[src/rtl/rom_pkg.sv]
// ---------------------------------------------------------------------------
// rom_pkg
// Shared definitions for the ROM download path.
//   ROM_AW         : default memory address width (image of 2**ROM_AW bytes)
//   loaderState_e  : loader FSM state encoding
// ---------------------------------------------------------------------------
package rom_pkg;

    localparam int ROM_AW = 14;

    typedef enum logic [1:0] {
        IDLE  = 2'd0,
        LOAD  = 2'd1,
        FLUSH = 2'd2,
        DONE  = 2'd3
    } loaderState_e;

endpackage

[src/rtl/rom_loader_if.sv]
// ---------------------------------------------------------------------------
// rom_loader_if
// Bundles the download byte stream and the memory write port seen by the
// ROM loader.
//   dl_active : frame level from the download source
//   dl_valid  : dl_data holds a byte
//   dl_data   : download byte
//   dl_ready  : loader accepts the byte when dl_valid && dl_ready
//   we/wa/wd  : memory write strobe, address and data
// Modports:
//   slave  : the loader (consumes the stream, drives the memory port)
//   master : the surrounding system (download source + memory)
// ---------------------------------------------------------------------------
interface rom_loader_if
    import rom_pkg::*;
#(
    parameter int AW = ROM_AW
);

    logic          dl_active;
    logic          dl_valid;
    logic [7:0]    dl_data;
    logic          dl_ready;
    logic          we;
    logic [AW-1:0] wa;
    logic [7:0]    wd;

    modport slave (
        input  dl_active, dl_valid, dl_data,
        output dl_ready, we, wa, wd
    );

    modport master (
        output dl_active, dl_valid, dl_data,
        input  dl_ready, we, wa, wd
    );

endinterface

[src/rtl/dl_edge.sv]
// ---------------------------------------------------------------------------
// dl_edge
// One-flop edge detector for a download frame level.
//   clock   : system clock
//   reset   : synchronous active-high reset
//   level_i : frame level
//   rise_o  : level went high (registered low, current high)
//   fall_o  : level went low  (registered high, current low)
// ---------------------------------------------------------------------------
module dl_edge (
    input  logic clock,
    input  logic reset,
    input  logic level_i,
    output logic rise_o,
    output logic fall_o
);

    logic level_q;

    // Remember last cycle's level so the edges can be formed combinationally
    always_ff @(posedge clock) begin
        if (reset) begin
            level_q <= 1'b0;
        end else begin
            level_q <= level_i;
        end
    end

    assign rise_o = level_i & ~level_q;
    assign fall_o = level_q & ~level_i;

endmodule

[src/rtl/rom_loader.sv]
// ---------------------------------------------------------------------------
// rom_loader
// Writes a framed download byte stream sequentially into the ROM/RAM write
// port starting at address 0, paced by the memory clock-enable.
//   clock    : system clock
//   reset    : synchronous active-high reset
//   ce       : memory clock-enable; writes only issue when ce=1
//   bus      : download stream in, memory write port out (slave side)
//   busy     : load in progress (LOAD or FLUSH)
//   done     : one-cycle pulse when a frame completes
//   size     : bytes written in the last/current frame
//   sum      : modulo-256 sum of the bytes written
//   overflow : frame carried more than 2**AW bytes (sticky until next start)
// ---------------------------------------------------------------------------
module rom_loader
    import rom_pkg::*;
#(
    parameter int AW = ROM_AW
) (
    input  logic          clock,
    input  logic          reset,
    input  logic          ce,
    rom_loader_if.slave   bus,
    output logic          busy,
    output logic          done,
    output logic [AW:0]   size,
    output logic [7:0]    sum,
    output logic          overflow
);

    localparam logic [AW:0] FULL_COUNT = {1'b1, {AW{1'b0}}};

    loaderState_e  state_q, state_d;
    logic          pending_q, pending_d;
    logic [7:0]    wd_q, wd_d;
    logic [AW-1:0] wa_q, wa_d;
    logic [AW:0]   size_q, size_d;
    logic [7:0]    sum_q, sum_d;
    logic          ovf_q, ovf_d;
    logic          startHeld_q, startHeld_d;

    logic startRise;
    logic endFall;
    logic readyInt;
    logic accept;
    logic writeFire;
    logic isFull;

    dl_edge uEdge (
        .clock   (clock),
        .reset   (reset),
        .level_i (bus.dl_active),
        .rise_o  (startRise),
        .fall_o  (endFall)
    );

    assign readyInt  = (state_q == LOAD) && !pending_q;
    assign accept    = bus.dl_valid && readyInt;
    assign isFull    = (size_q == FULL_COUNT);
    // The slot drains in FLUSH too, so a byte taken together with the end
    // of frame still reaches memory.
    assign writeFire = pending_q && ce && ((state_q == LOAD) || (state_q == FLUSH));

    // Next-state logic for the FSM, the single-byte write slot and the
    // frame counters. The write commit is applied after the state case so
    // it works the same way in LOAD and FLUSH.
    always_comb begin
        state_d     = state_q;
        pending_d   = pending_q;
        wd_d        = wd_q;
        wa_d        = wa_q;
        size_d      = size_q;
        sum_d       = sum_q;
        ovf_d       = ovf_q;
        startHeld_d = startHeld_q;

        unique case (state_q)
            IDLE: begin
                if (startRise || startHeld_q) begin
                    state_d     = LOAD;
                    wa_d        = '0;
                    size_d      = '0;
                    sum_d       = '0;
                    ovf_d       = 1'b0;
                    startHeld_d = 1'b0;
                end
            end
            LOAD: begin
                if (accept) begin
                    // Bytes beyond capacity are swallowed, only flagged
                    if (isFull) begin
                        ovf_d = 1'b1;
                    end else begin
                        wd_d      = bus.dl_data;
                        pending_d = 1'b1;
                    end
                end
                if (endFall) begin
                    state_d = FLUSH;
                end
            end
            FLUSH: begin
                if (!pending_q) begin
                    state_d = DONE;
                end
            end
            DONE: begin
                state_d = IDLE;
                // A new frame starting right now must not be lost; IDLE
                // picks it up from the held flag.
                if (startRise) begin
                    startHeld_d = 1'b1;
                end
            end
            default: begin
                state_d = IDLE;
            end
        endcase

        if (writeFire) begin
            wa_d      = wa_q + AW'(1);
            size_d    = size_q + (AW + 1)'(1);
            sum_d     = sum_q + wd_q;
            pending_d = 1'b0;
        end
    end

    // State and datapath registers
    always_ff @(posedge clock) begin
        if (reset) begin
            state_q     <= IDLE;
            pending_q   <= 1'b0;
            wd_q        <= '0;
            wa_q        <= '0;
            size_q      <= '0;
            sum_q       <= '0;
            ovf_q       <= 1'b0;
            startHeld_q <= 1'b0;
        end else begin
            state_q     <= state_d;
            pending_q   <= pending_d;
            wd_q        <= wd_d;
            wa_q        <= wa_d;
            size_q      <= size_d;
            sum_q       <= sum_d;
            ovf_q       <= ovf_d;
            startHeld_q <= startHeld_d;
        end
    end

    // The strobe is gated by reset so an abandoned frame stops writing in
    // the very cycle reset is raised.
    assign bus.we       = writeFire && !reset;
    assign bus.wa       = wa_q;
    assign bus.wd       = wd_q;
    assign bus.dl_ready = readyInt;

    assign busy     = (state_q == LOAD) || (state_q == FLUSH);
    assign done     = (state_q == DONE);
    assign size     = size_q;
    assign sum      = sum_q;
    assign overflow = ovf_q;

endmodule

[src/flat_wrapper.sv]
// flat-port wrapper written by rule: the top's interface ports become plain ports
module rom_loader_flat import rom_pkg::*;
#(
    parameter int AW = ROM_AW
)
  (clock, reset, ce, busy, done, size, sum, overflow, bus_dl_active, bus_dl_valid, bus_dl_data, bus_dl_ready, bus_we, bus_wa, bus_wd);
  rom_loader_if #(.AW(AW)) bus_i ();
  input  logic clock;
  input  logic reset;
  input  logic ce;
  output logic busy;
  output logic done;
  output logic [AW:0] size;
  output logic [7:0] sum;
  output logic overflow;
  input wire logic [$bits(bus_i.dl_active)-1:0] bus_dl_active;
  input wire logic [$bits(bus_i.dl_valid)-1:0] bus_dl_valid;
  input wire logic [$bits(bus_i.dl_data)-1:0] bus_dl_data;
  output wire logic [$bits(bus_i.dl_ready)-1:0] bus_dl_ready;
  output wire logic [$bits(bus_i.we)-1:0] bus_we;
  output wire logic [$bits(bus_i.wa)-1:0] bus_wa;
  output wire logic [$bits(bus_i.wd)-1:0] bus_wd;
  assign bus_i.dl_active = bus_dl_active;
  assign bus_i.dl_valid = bus_dl_valid;
  assign bus_i.dl_data = bus_dl_data;
  assign bus_dl_ready = bus_i.dl_ready;
  assign bus_we = bus_i.we;
  assign bus_wa = bus_i.wa;
  assign bus_wd = bus_i.wd;
  rom_loader #(.AW(AW)) u_core (.clock(clock), .reset(reset), .ce(ce), .bus(bus_i), .busy(busy), .done(done), .size(size), .sum(sum), .overflow(overflow));
endmodule
[config.mk]
export PLATFORM = sky130hd
export DESIGN_NAME = rom_loader_flat
export DESIGN_NICKNAME = d
export VERILOG_FILES = /design/src/rtl/rom_pkg.sv /design/src/rtl/rom_loader_if.sv /design/src/rtl/dl_edge.sv /design/src/rtl/rom_loader.sv /design/src/flat_wrapper.sv
export SDC_FILE = /design/constraint.sdc
export NUM_CORES = 1
export LEC_CHECK = 0
export ABC_AREA = 1
export BUFFER_PORTS_ARGS = -buffer_cell sky130_fd_sc_hd__buf_2
export CAP_MARGIN = 10
export CORE_ASPECT_RATIO = 1.25
export CORE_MARGIN = 5
export CORE_UTILIZATION = 35
export CTS_BUF_LIST = sky130_fd_sc_hd__clkbuf_4 sky130_fd_sc_hd__clkbuf_8 sky130_fd_sc_hd__clkbuf_16
export DETAILED_ROUTE_END_ITERATION = 8
export PLACE_DENSITY = 0.61
export SLEW_MARGIN = 20
export SYNTH_ARGS = -nofsm -noshare
export SYNTH_HDL_FRONTEND = slang
export SYNTH_SLANG_ARGS = --single-unit
[constraint.sdc]
create_clock -name clock -period 1.7 [get_ports clock]
set_clock_uncertainty 0.05 [all_clocks]
set_input_delay 0.085 -clock clock [delete_from_list [all_inputs] [get_ports clock]]
set_output_delay 0.085 -clock clock [all_outputs]
set_load 0.02 [all_outputs]
==> results of run 1 <==
==> cells in the mapped netlist, types with 2 or more instances <==
master | number | share of area
nor2_4 | 2 | 0.0075
inv_1 | 58 | 0.072
nand2_2 | 5 | 0.010
nand3_1 | 39 | 0.065
a21oi_1 | 35 | 0.058
nor2_2 | 2 | 0.0042
ha_1 | 15 | 0.062
o21ai_0 | 22 | 0.037
buf_6 | 4 | 0.015
dfxtp_1 | 51 | 0.34
nor2_1 | 49 | 0.061
nand3_2 | 3 | 0.010
buf_2 | 3 | 0.0050
buf_4 | 3 | 0.0075
nand2_1 | 132 | 0.16
xnor2_1 | 3 | 0.0087
nor3_2 | 2 | 0.0066
nor3_1 | 2 | 0.0033
nand4_1 | 8 | 0.017
nand3b_1 | 3 | 0.0075
==> report_power, final <==
group | switching (uW) | internal, uW
combinational | 722 | 464
clock | 402 | 275
sequential | 87.5 | 1280
==> state kept, by name, summed over array words and instances (netlist names) <==
name and count:
u_core.size 15, u_core.bus.wa 14, u_core.bus.wd 8, u_core.sum 8, u_core.state_q 2, u_core.overflow 1, u_core.pending_q 1, u_core.startHeld_q 1
u_core.uEdge.level_q 1
==> metrics by stage <==
stage          cells  TNS (ps)  hold slack [ps]  utilization  cell area [um2]
4_1_cts          623         0             28.0        0.433             3610
6_report         631         0             33.4        0.447             3730
5_1_grt          631     -40.0             70.3        0.447             3730
2_1_floorplan    452         0              142            -             3030
3_5_place_dp     613         0              277        0.418             3480
3_3_place_gp     613         0              275        0.418             3480
==> worst min-delay path by stage <==
stage | start | end
final | bus_dl_data[6] | u_core.bus.wd[6]$_SDFFE_PP0P_
after global routing | bus_dl_data[6] | u_core.bus.wd[6]$_SDFFE_PP0P_
after floorplan | bus_dl_active | u_core.uEdge.level_q$_SDFF_PP0_
after global placement | bus_dl_active | u_core.uEdge.level_q$_SDFF_PP0_
after detailed placement | bus_dl_active | u_core.uEdge.level_q$_SDFF_PP0_
after CTS | bus_dl_data[6] | u_core.bus.wd[6]$_SDFFE_PP0P_
==> worst max-delay path, cell delays in order, from the launching register on <==
cell and delay (ps):
dfxtp_2 360, inv_4 40, ha_4 280, nand3_4 90, buf_8 150, buf_8 130
nor3_4 220, xnor2_1 150, nor2_1 60
==> per-layer routing <==
metal,routed length [um],share of wire,global-route usage,up-vias
li1,-,-,-,1612
met1,3650,0.45,0.196,1354
met2,4010,0.50,0.273,62
met3,316,0.039,0.0244,5
met4,62,0.0077,0.0313,0
met5,0,0,0,-
==> final cells by class <==
class | instances | area [um2] | share of cell area
timing repair buffer | 87 | 568 | 0.152
inverter | 59 | 224 | 0.0601
tap | 97 | 121 | 0.0326
clock buffer | 5 | 68.8 | 0.0185
clock inverter | 1 | 7.51 | 0.00201
multi-input combinational | 331 | 1710 | 0.460
sequential | 51 | 1020 | 0.275
==> repair_timing <==
item                                    in CTS  in global routing
gates cloned                                 0                  1
hold endpoints to repair                     1                  0
pin swaps                                    1                  6
hold buffers                                 1                  0
gates resized for setup                      4                 17
buffers inserted                             3                  7
endpoints found under the setup margin       1                 17
==> logic make-up after synthesis <==
logic type	count (synthesis)	synth area share
AOI/OAI and AO/OA	60	0.102
and+or+nand+nor	252	0.376
DFF	51	0.339
buffers and inverters	70	0.105
adders and majority gates	16	0.0689
xor gates and xnor gates	3	0.00872
==> summary.md, run 1 <==
| Metric | Value |
|---|---|
| Worst min path class | `in -> reg` |
| Post-place setup slack | `~39 ps` |
| Min setup slack post-route | `64.9 ps` |
| Critical Path Start | `u_core.state_q[1]$_SDFFE_PP0P_` |
| Unrepaired setup endpoints after global routing | `yes` |
| Width of the die | `93.0 um` |
| Reg clk slew, reported paths | `100 ps` |
| Maximum VDD drop | `~0.4 mV` |
| Max-cap violations | `0` |
| Tightest Pin Transition | `376 ps` |
| Pins over their slew limit | `0` |
| # clock sinks | `51` |
| Layout Nets | `564` |
| CTS max path bufs | `2` |
| Reg2reg path depth | `8` |
| Critical path capture point | `u_core.size[3]$_SDFFE_PP0P_` |
| Post-synthesis sequential area ratio | `0.339` |
| Fillers | `between 800 and 900` |
| Count of cell types in the netlist | `31` |
| RR Endpoint | `u_core.size[3]$_SDFFE_PP0P_` |
| Io pins | `63` |
| Total congestion overflow | `0` |
| Worst path arrival time | `1780 ps` |
| Slew margin rel. | `0.750` |
| Detail Placement HPWL | `5940 um` |
| Syn-to-layout area delta | `23.7%` |
| Static Leakage | `0.00187 uW` |
| Outcome | `finished, final reports clean` |
| Commonest non-fill, non-tap cell in the layout | `nand2_1` |
| Tcrit/Tclk final | `0.962` |
| GPL Wtd Cong | `0.824` |
| Reg2reg start | `u_core.state_q[1]$_SDFFE_PP0P_` |
| Port buffer count | `62` |
| Die height | `114 um` |
| N_diodes | `0` |
| Initial core utilization | `0.362` |
| Cell Rows | `37` |
| Syn Area/Cell | `6.67 um2` |
| Global-route wire length before repair | `13300 um` |
| Final WL | `approximately 8000 um` |
| Via count | `just over 3k` |
| Hold depth | `5` |
| Vias in the first global route | `2763` |
| CTS Buf Count | `5` |
| Share of layout cells above drive strength 1 | `0.228` |
| Commonest cells after routing, fill and taps aside | `130 x nand2_1, 61 x buf_2, 55 x inv_1` |
| Pwr per Cell Area | `just under 900 nW/um2` |
| CTS root buffer | `clkbuf_8` |
| CP endpoint kind | `flip-flop` |
| Post-synth EDFFs | `0` |
| Crit Path Class | `reg -> reg` |
| Cell Area, Synth | `between 3000 and 4000 um2` |
| Via-to-Cell Ratio | `4.81` |
| Asr flop ratio synth | `0` |
| Initial drt markers | `100` |
| Syn Nets | `between 400 and 500` |
| Core Box Area | `8330 um2` |
| WP data required | `1850 ps` |
| Min cycle time layout | `approximately 1600 ps` |
| Maximum clock frequency | `612 MHz` |
| DRC | `0` |
| Clk Latency, worst-skew pair | `300 ps` |
| Ys flop type | `dfxtp_1` |
| GRT Util Overall | `0.154` |
| Die ar. | `about 11000 um2` |
| WL/cell | `12.7 um` |
| Final Power | `3240 uW` |
| Final Hold Fails | `0` |
| TritonCTS clock tree | `done` |
| ANT nets after route | `0` |
| H-tree lvl count | `2` |
| Worst-path fanout max | `8` |
| Mapped Cells | `452` |
| FF+latch count, synth | `51` |
| Synthesis warning total | `0` |
| Flop2flop setup slack | `about 65 ps` |
| Initial DRT Pass Iterations | `4` |
| Setup violations, final | `0` |
| Pin count of the biggest net entering global routing | `22` |
| Initial antenna violation count | `0` |
| Startpoint types | `flip-flop` |
Note: power is estimated with default switching activity, not from simulation.
==> run 2, diff against run 1 <==
--- a/config.mk
+++ b/config.mk
@@ -14,7 +14,7 @@
 export CTS_BUF_LIST = sky130_fd_sc_hd__clkbuf_4 sky130_fd_sc_hd__clkbuf_8 sky130_fd_sc_hd__clkbuf_16
 export DETAILED_ROUTE_END_ITERATION = 8
 export PLACE_DENSITY = 0.61
-export SLEW_MARGIN = 20
+export SETUP_SLACK_MARGIN = 0.15
 export SYNTH_ARGS = -nofsm -noshare
 export SYNTH_HDL_FRONTEND = slang
 export SYNTH_SLANG_ARGS = --single-unit
==> run 2 against run 1 <==
  * Worst setup slack improved by 28 ps
  * Sequential share of layout area fell by 0.54 points
  * Critical path depth fell by 2
  * Sequential power barely moved
  * Clock power rose by 10%
  * Flip-flop and latch count did not move
  * Clock-buffer cell count rose by 1
  * Critical path type is now reg -> out
  * Via count rose by 2.6%
  * Non-clock buffer count rose by 5
  * Core utilization rose by 1.1 points
  * Largest cell class unchanged
==> summary.md, run 2 (synthesized netlist as in run 1, its figures left out) <==
| Metric | Value |
|---|---|
| Outcome | `finished, final reports clean` |
| Unrepaired setup endpoints after global routing | `yes` |
| Min cycle time layout | `1610 ps` |
| WL/cell | `12.8 um` |
| N_diodes | `0` |
| Static Leakage | `approximately 0.0019 uW` |
| Die ar. | `10600 um2` |
| Startpoint types | `flip-flop` |
| Internal | `between 2000 and 2500 uW` |
| Max FFs per register | `15` |
| Pwr per Cell Area | `880 nW/um2` |
| Width of the die | `between 90 and 100 um` |
| Cell Rows | `37` |
| Initial DRT Pass Iterations | `4` |
| Worst-path fanout max | `4` |
| Reg2reg start | `u_core.state_q[1]$_SDFFE_PP0P_` |
| Commonest non-fill, non-tap cell in the layout | `nand2_1` |
| Commonest cells after routing, fill and taps aside | `131 x nand2_1, 61 x buf_2, 54 x inv_1` |
| Sw frac | `0.375` |
| Total congestion overflow | `0` |
| GPL Wtd Cong | `between 0.8 and 0.9` |
| WP data required | `1560 ps` |
| Port buffer count | `62` |
| Detail Placement HPWL | `6200 um` |
| ANT nets after route | `0` |
| Final WL | `8140 um` |
| Worst path arrival time | `1470 ps` |
| Initial core utilization | `0.362` |
| Hold Path Origin | `bus_dl_data[6]` |
| Pins over their slew limit | `0` |
| Final Power | `3360 uW` |
| Crit Path Class | `reg -> out` |
| Clk Latency, worst-skew pair | `about 310 ps` |
| Post-layout util | `0.458` |
| Maximum VDD drop | `0.412 mV` |
| Tightest Pin Transition | `382 ps` |
| TritonCTS clock tree | `done` |
| GRT Util Overall | `0.157` |
| # clock sinks | `51` |
| Layout Nets | `569` |
| Clk pwr share | `0.222` |
| Setup violations, final | `0` |
| Setup TNS | `0 ps` |
| Tcrit/Tclk final | `0.945` |
| Via count | `3113` |
| DRC | `0` |
| Max-cap violations | `0` |
| CTS max path bufs | `2` |
| Global-route wire length before repair | `between 10000 and 15000 um` |
| Part of the power in registers | `0.406` |
| CTS root buffer | `clkbuf_8` |
| Share of layout cells above drive strength 1 | `0.268` |
| Die height | `approximately 110 um` |
| Maximum clock frequency | `622 MHz` |
| Vias in the first global route | `2928` |
| CTS Buf Count | `5` |
| Hold EP | `u_core.bus.wd[6]$_SDFFE_PP0P_` |
| Core Box Area | `about 8300 um2` |
| Flop2flop setup slack | `130 ps` |
| Slew margin rel. | `0.745` |
| Worst min path class | `in -> reg` |
| Io pins | `63` |
| Via-to-Cell Ratio | `4.88` |
| Reg clk slew, reported paths | `100 ps` |
| Syn-to-layout area delta | `26.8%` |
| Final Hold Fails | `0` |
| Fillers | `916` |
| Hold depth | `5` |
| Comb power frac | `0.372` |
| CP endpoint kind | `output port` |
| Reg2reg path depth | `10` |
| RR Endpoint | `u_core.size[12]$_SDFFE_PP0P_` |
| H-tree lvl count | `2` |
| Initial antenna violation count | `0` |
| Initial drt markers | `110` |
| Pin count of the biggest net entering global routing | `19` |
| Sw Pwr | `between 1000 and 1500 uW` |
-- run 2: final cells by class --
class | instances | area [um2] | share of cell area
sequential | 51 | 1030 | 0.270
inverter | 59 | 224 | 0.0586
clock inverter | 2 | 16.3 | 0.00426
clock buffer | 6 | 76.3 | 0.0200
multi-input combinational | 331 | 1770 | 0.462
timing repair buffer | 92 | 587 | 0.154
tap | 97 | 121 | 0.0318
-- run 2: worst max-delay path by stage --
stage                                    end  depth (start not counted)  slack [ps]                           start
2_1_floorplan  u_core.bus.wa[0]$_SDFFE_PP0P_                          9         160  u_core.state_q[0]$_SDFFE_PP0P_
3_3_place_gp      u_core.sum[4]$_SDFFE_PP0P_                          9         150  u_core.state_q[0]$_SDFFE_PP0P_
3_5_place_dp    u_core.size[12]$_SDFFE_PP0P_                          8          90  u_core.state_q[0]$_SDFFE_PP0P_
4_1_cts                               bus_we                          6          60  u_core.state_q[1]$_SDFFE_PP0P_
5_1_grt                               bus_we                          6           5  u_core.state_q[1]$_SDFFE_PP0P_
6_report                              bus_we                          6          90  u_core.state_q[1]$_SDFFE_PP0P_
-- run 2: routing by layer --
| layer | share of wire | GRT usage | wire, um |
|---|---|---|---|
| met1 | 0.44 | 0.185 | 3540 |
| met2 | 0.51 | 0.292 | 4130 |
| met3 | 0.047 | 0.0317 | 382 |
| met4 | 0.011 | 0.0352 | 89 |
| met5 | 0 | 0 | 0 |
-- run 2: critical path, stage by stage (launching register included) --
cell	delay [ps]
dfxtp_2	350
inv_2	60
ha_4	290
nand3_4	90
buf_6	160
nor2_8	90
buf_6	130
-- run 2: through the flow --
stage               setup slack [ps]  hold WS (ps)  instances  instance area (um2)
floorplan                        158           142        452                 3030
global placement                 152           271        618                 3510
detailed placement              86.4           275        618                 3510
CTS                             63.2          25.2        634                 3690
global route                    5.29          51.4        638                 3820
finish                          92.8          29.1        638                 3820
-- run 2: power by group through the flow --
stage	combinational [uW]	sequential, uW	clock (uW)
6_report	1250	1370	745
5_1_grt	1390	1380	842
4_1_cts	1210	1370	783
3_5_place_dp	1160	1390	0
3_3_place_gp	1140	1390	0
2_1_floorplan	724	1450	0
-- run 2: repair_timing --
item | CTS | global route
endpoints found under the setup margin | 15 | 50
hold buffers | 1 | 0
hold endpoints to repair | 1 | 0
gates resized for setup | 7 | 35
buffers inserted | 7 | 4
pin swaps | 4 | 14
==> run 3, diff against run 2 <==
--- a/config.mk
+++ b/config.mk
@@ -13,6 +13,7 @@
 export CORE_UTILIZATION = 35
 export CTS_BUF_LIST = sky130_fd_sc_hd__clkbuf_4 sky130_fd_sc_hd__clkbuf_8 sky130_fd_sc_hd__clkbuf_16
 export DETAILED_ROUTE_END_ITERATION = 8
+export GPL_TIMING_DRIVEN = 0
 export PLACE_DENSITY = 0.61
 export SETUP_SLACK_MARGIN = 0.15
 export SYNTH_ARGS = -nofsm -noshare
==> constraint.sdc (replaced) <==
create_clock -name clock -period 1.4 [get_ports clock]
set_clock_uncertainty 0.05 [all_clocks]
set_input_delay 0.07 -clock clock [delete_from_list [all_inputs] [get_ports clock]]
set_output_delay 0.07 -clock clock [all_outputs]
set_load 0.02 [all_outputs]
==> run 3 against run 2 <==
  * The run now ends with negative setup slack left
  * Core utilization up 8.2 points
  * Worst hold slack worse by 27 ps
  * Combinational power up 93%
  * Cell count up 3.3%
  * Cell area up 18%
  * Critical endpoint is now u_core.bus.wa[7]$_SDFFE_PP0P_
  * Largest power group is now combinational logic
  * Sequential power up 23%
  * Flip-flop and latch count unchanged
  * Global-route usage up 1.3 points
  * First-iteration DRC count up 30%
  * Register-to-register slack worse by 400 ps
==> summary.md, run 3 (synthesized netlist as in run 1, its figures left out) <==
| Metric | Value |
|---|---|
| Critical Path Start | `u_core.state_q[1]$_SDFFE_PP0P_` |
| Core Box Area | `8330 um2` |
| DRC | `0` |
| RR Endpoint | `u_core.bus.wa[7]$_SDFFE_PP0P_` |
| H-tree lvl count | `2` |
| N_diodes | `0` |
| Reg clk slew, reported paths | `roughly 100 ps` |
| Unrepaired setup endpoints after global routing | `yes` |
| Max-cap violations | `0` |
| Clk Latency, worst-skew pair | `about 310 ps` |
| Hold depth | `5` |
| Commonest cells after routing, fill and taps aside | `116 x nand2_1, 60 x buf_2, 50 x inv_1` |
| Worst min path class | `in -> reg` |
| WP data required | `1570 ps` |
| Tcrit/Tclk final | `1.19` |
| Detail Placement HPWL | `6140 um` |
| CTS root buffer | `clkbuf_8` |
| Finished Cell Area | `approximately 4500 um2` |
| Worst-path fanout max | `4` |
| Initial core utilization | `0.362` |
| Total congestion overflow | `0` |
| Setup TNS | `-8600 ps` |
| GPL Wtd Cong | `0.882` |
| Static Leakage | `0.00213 uW` |
| Reg2reg start | `u_core.state_q[1]$_SDFFE_PP0P_` |
| Pin count of the biggest net entering global routing | `16` |
| Commonest non-fill, non-tap cell in the layout | `nand2_1` |
| CTS Buf Count | `5` |
| Min cycle time layout | `between 1500 and 2000 ps` |
| Final Hold Fails | `0` |
| Worst hold slack | `about 2.1 ps` |
| Width of the die | `93.0 um` |
| Post-layout util | `0.540` |
| Io pins | `63` |
| Via count | `3244` |
| Via-to-Cell Ratio | `4.92` |
| Maximum clock frequency | `598 MHz` |
| Slew margin rel. | `0.766` |
| Cell Rows | `37` |
| Share of layout cells above drive strength 1 | `0.404` |
| TritonCTS clock tree | `done` |
| Final WL | `9290 um` |
| WL/cell | `14.1 um` |
| CP endpoint kind | `flip-flop` |
| Worst path arrival time | `1840 ps` |
| Max FFs per register | `15` |
| Flop2flop setup slack | `-270 ps` |
| Maximum VDD drop | `just over 0.4 mV` |
| Port buffer count | `62` |
| Startpoint types | `flip-flop` |
| Pwr per Cell Area | `1160 nW/um2` |
| Global-route wire length before repair | `14700 um` |
| GRT Util Overall | `0.171` |
| Min setup slack post-route | `-273 ps` |
| Failing checks | `negative setup slack` |
| Initial DRT Pass Iterations | `4` |
| Die ar. | `10600 um2` |
| Placed Cells | `roughly 610` |
| Syn-to-layout area delta | `49.4%` |
| # clock sinks | `51` |
| Tightest Pin Transition | `349 ps` |
| Setup violations, final | `between 50 and 60` |
| Initial drt markers | `between 100 and 150` |
| ANT nets after route | `0` |
| Die height | `114 um` |
| Placed Area | `between 3000 and 4000 um2` |
| Reg2reg path depth | `10` |
| Pins over their slew limit | `0` |
| Crit Path Class | `reg -> reg` |
| Initial antenna violation count | `0` |
| Vias in the first global route | `approximately 3.1k` |
| Layout Nets | `between 500 and 600` |
| Outcome | `finished, violations left` |
| Finished Layout Cells | `659` |
| CTS max path bufs | `2` |
| Critical path capture point | `u_core.bus.wa[7]$_SDFFE_PP0P_` |
==> run 3: cell count changes in the layout (fill, tap and decap cells not counted), sizes merged <==
cell,before,now
nor2,54,55
buf,91,109
clkinvlp,1,0
inv,60,59
clkbuf,6,8
clkinv,0,1
bufinv,0,1
==> run 3: critical path, stage by stage (launching register included) <==
cell and delay (ps):
dfxtp_2 370, inv_4 50, ha_4 290, buf_6 110
inv_6 40, nor2_4 150, buf_6 150, buf_12 110
nand3_4 70, o21ai_2 140, a21oi_1 50
==> run 3: how the worst min path moves through the flow <==
stage                                            endpoint      startpoint
after floorplan           u_core.uEdge.level_q$_SDFF_PP0_   bus_dl_active
after global placement    u_core.uEdge.level_q$_SDFF_PP0_   bus_dl_active
after detailed placement  u_core.uEdge.level_q$_SDFF_PP0_   bus_dl_active
after CTS                   u_core.bus.wd[5]$_SDFFE_PP0P_  bus_dl_data[5]
after global routing        u_core.bus.wd[6]$_SDFFE_PP0P_  bus_dl_data[6]
final                       u_core.bus.wd[5]$_SDFFE_PP0P_  bus_dl_data[5]
==> run 3: power breakdown <==
group / total, uW / switching (uW) / internal (uW)
clock network: 1100 / 524 / 580
registers: 1690 / 125 / 1560
logic: 2410 / 1280 / 1140
==> run 3: layer usage <==
| layer | share of wire | GRT usage | vias up |
|---|---|---|---|
| met3 | 0.048 | 0.0323 | 19 |
| met4 | 0.019 | 0.0499 | 0 |
| met2 | 0.52 | 0.310 | 78 |
| met1 | 0.42 | 0.202 | 1475 |
| met5 | 0 | 0 | - |
| li1 | - | - | 1672 |
==> run 3: stage by stage <==
step                worst slack, ps  power (uW)
floorplan                     -96.7        2670
global placement               -253        3010
detailed placement             -263        3030
CTS                            -201        4720
global route                   -377        5510
finish                         -273        5210
==> run 3: layout make-up <==
type                    count  area (um2)
fillers                   790        3830
multi-input cells         332        2100
flip-flops and latches     51        1030
repair buffers            101         757
inverters                  59         241
plain buffers              11         130
well taps                  97         121
clock buffers               6        82.6
clock inverters             2        35.0
==> run 3: repair_timing <==
| item | CTS | global route |
|---|---|---|
| endpoints found under the hold margin | 1 | 0 |
| hold buffers | 1 | 0 |
| gates resized for setup | 77 | 71 |
| setup endpoints to repair | 52 | 54 |
| cloned | 4 | 1 |
| setup buffers | 22 | 12 |
| pin swaps | 24 | 58 |
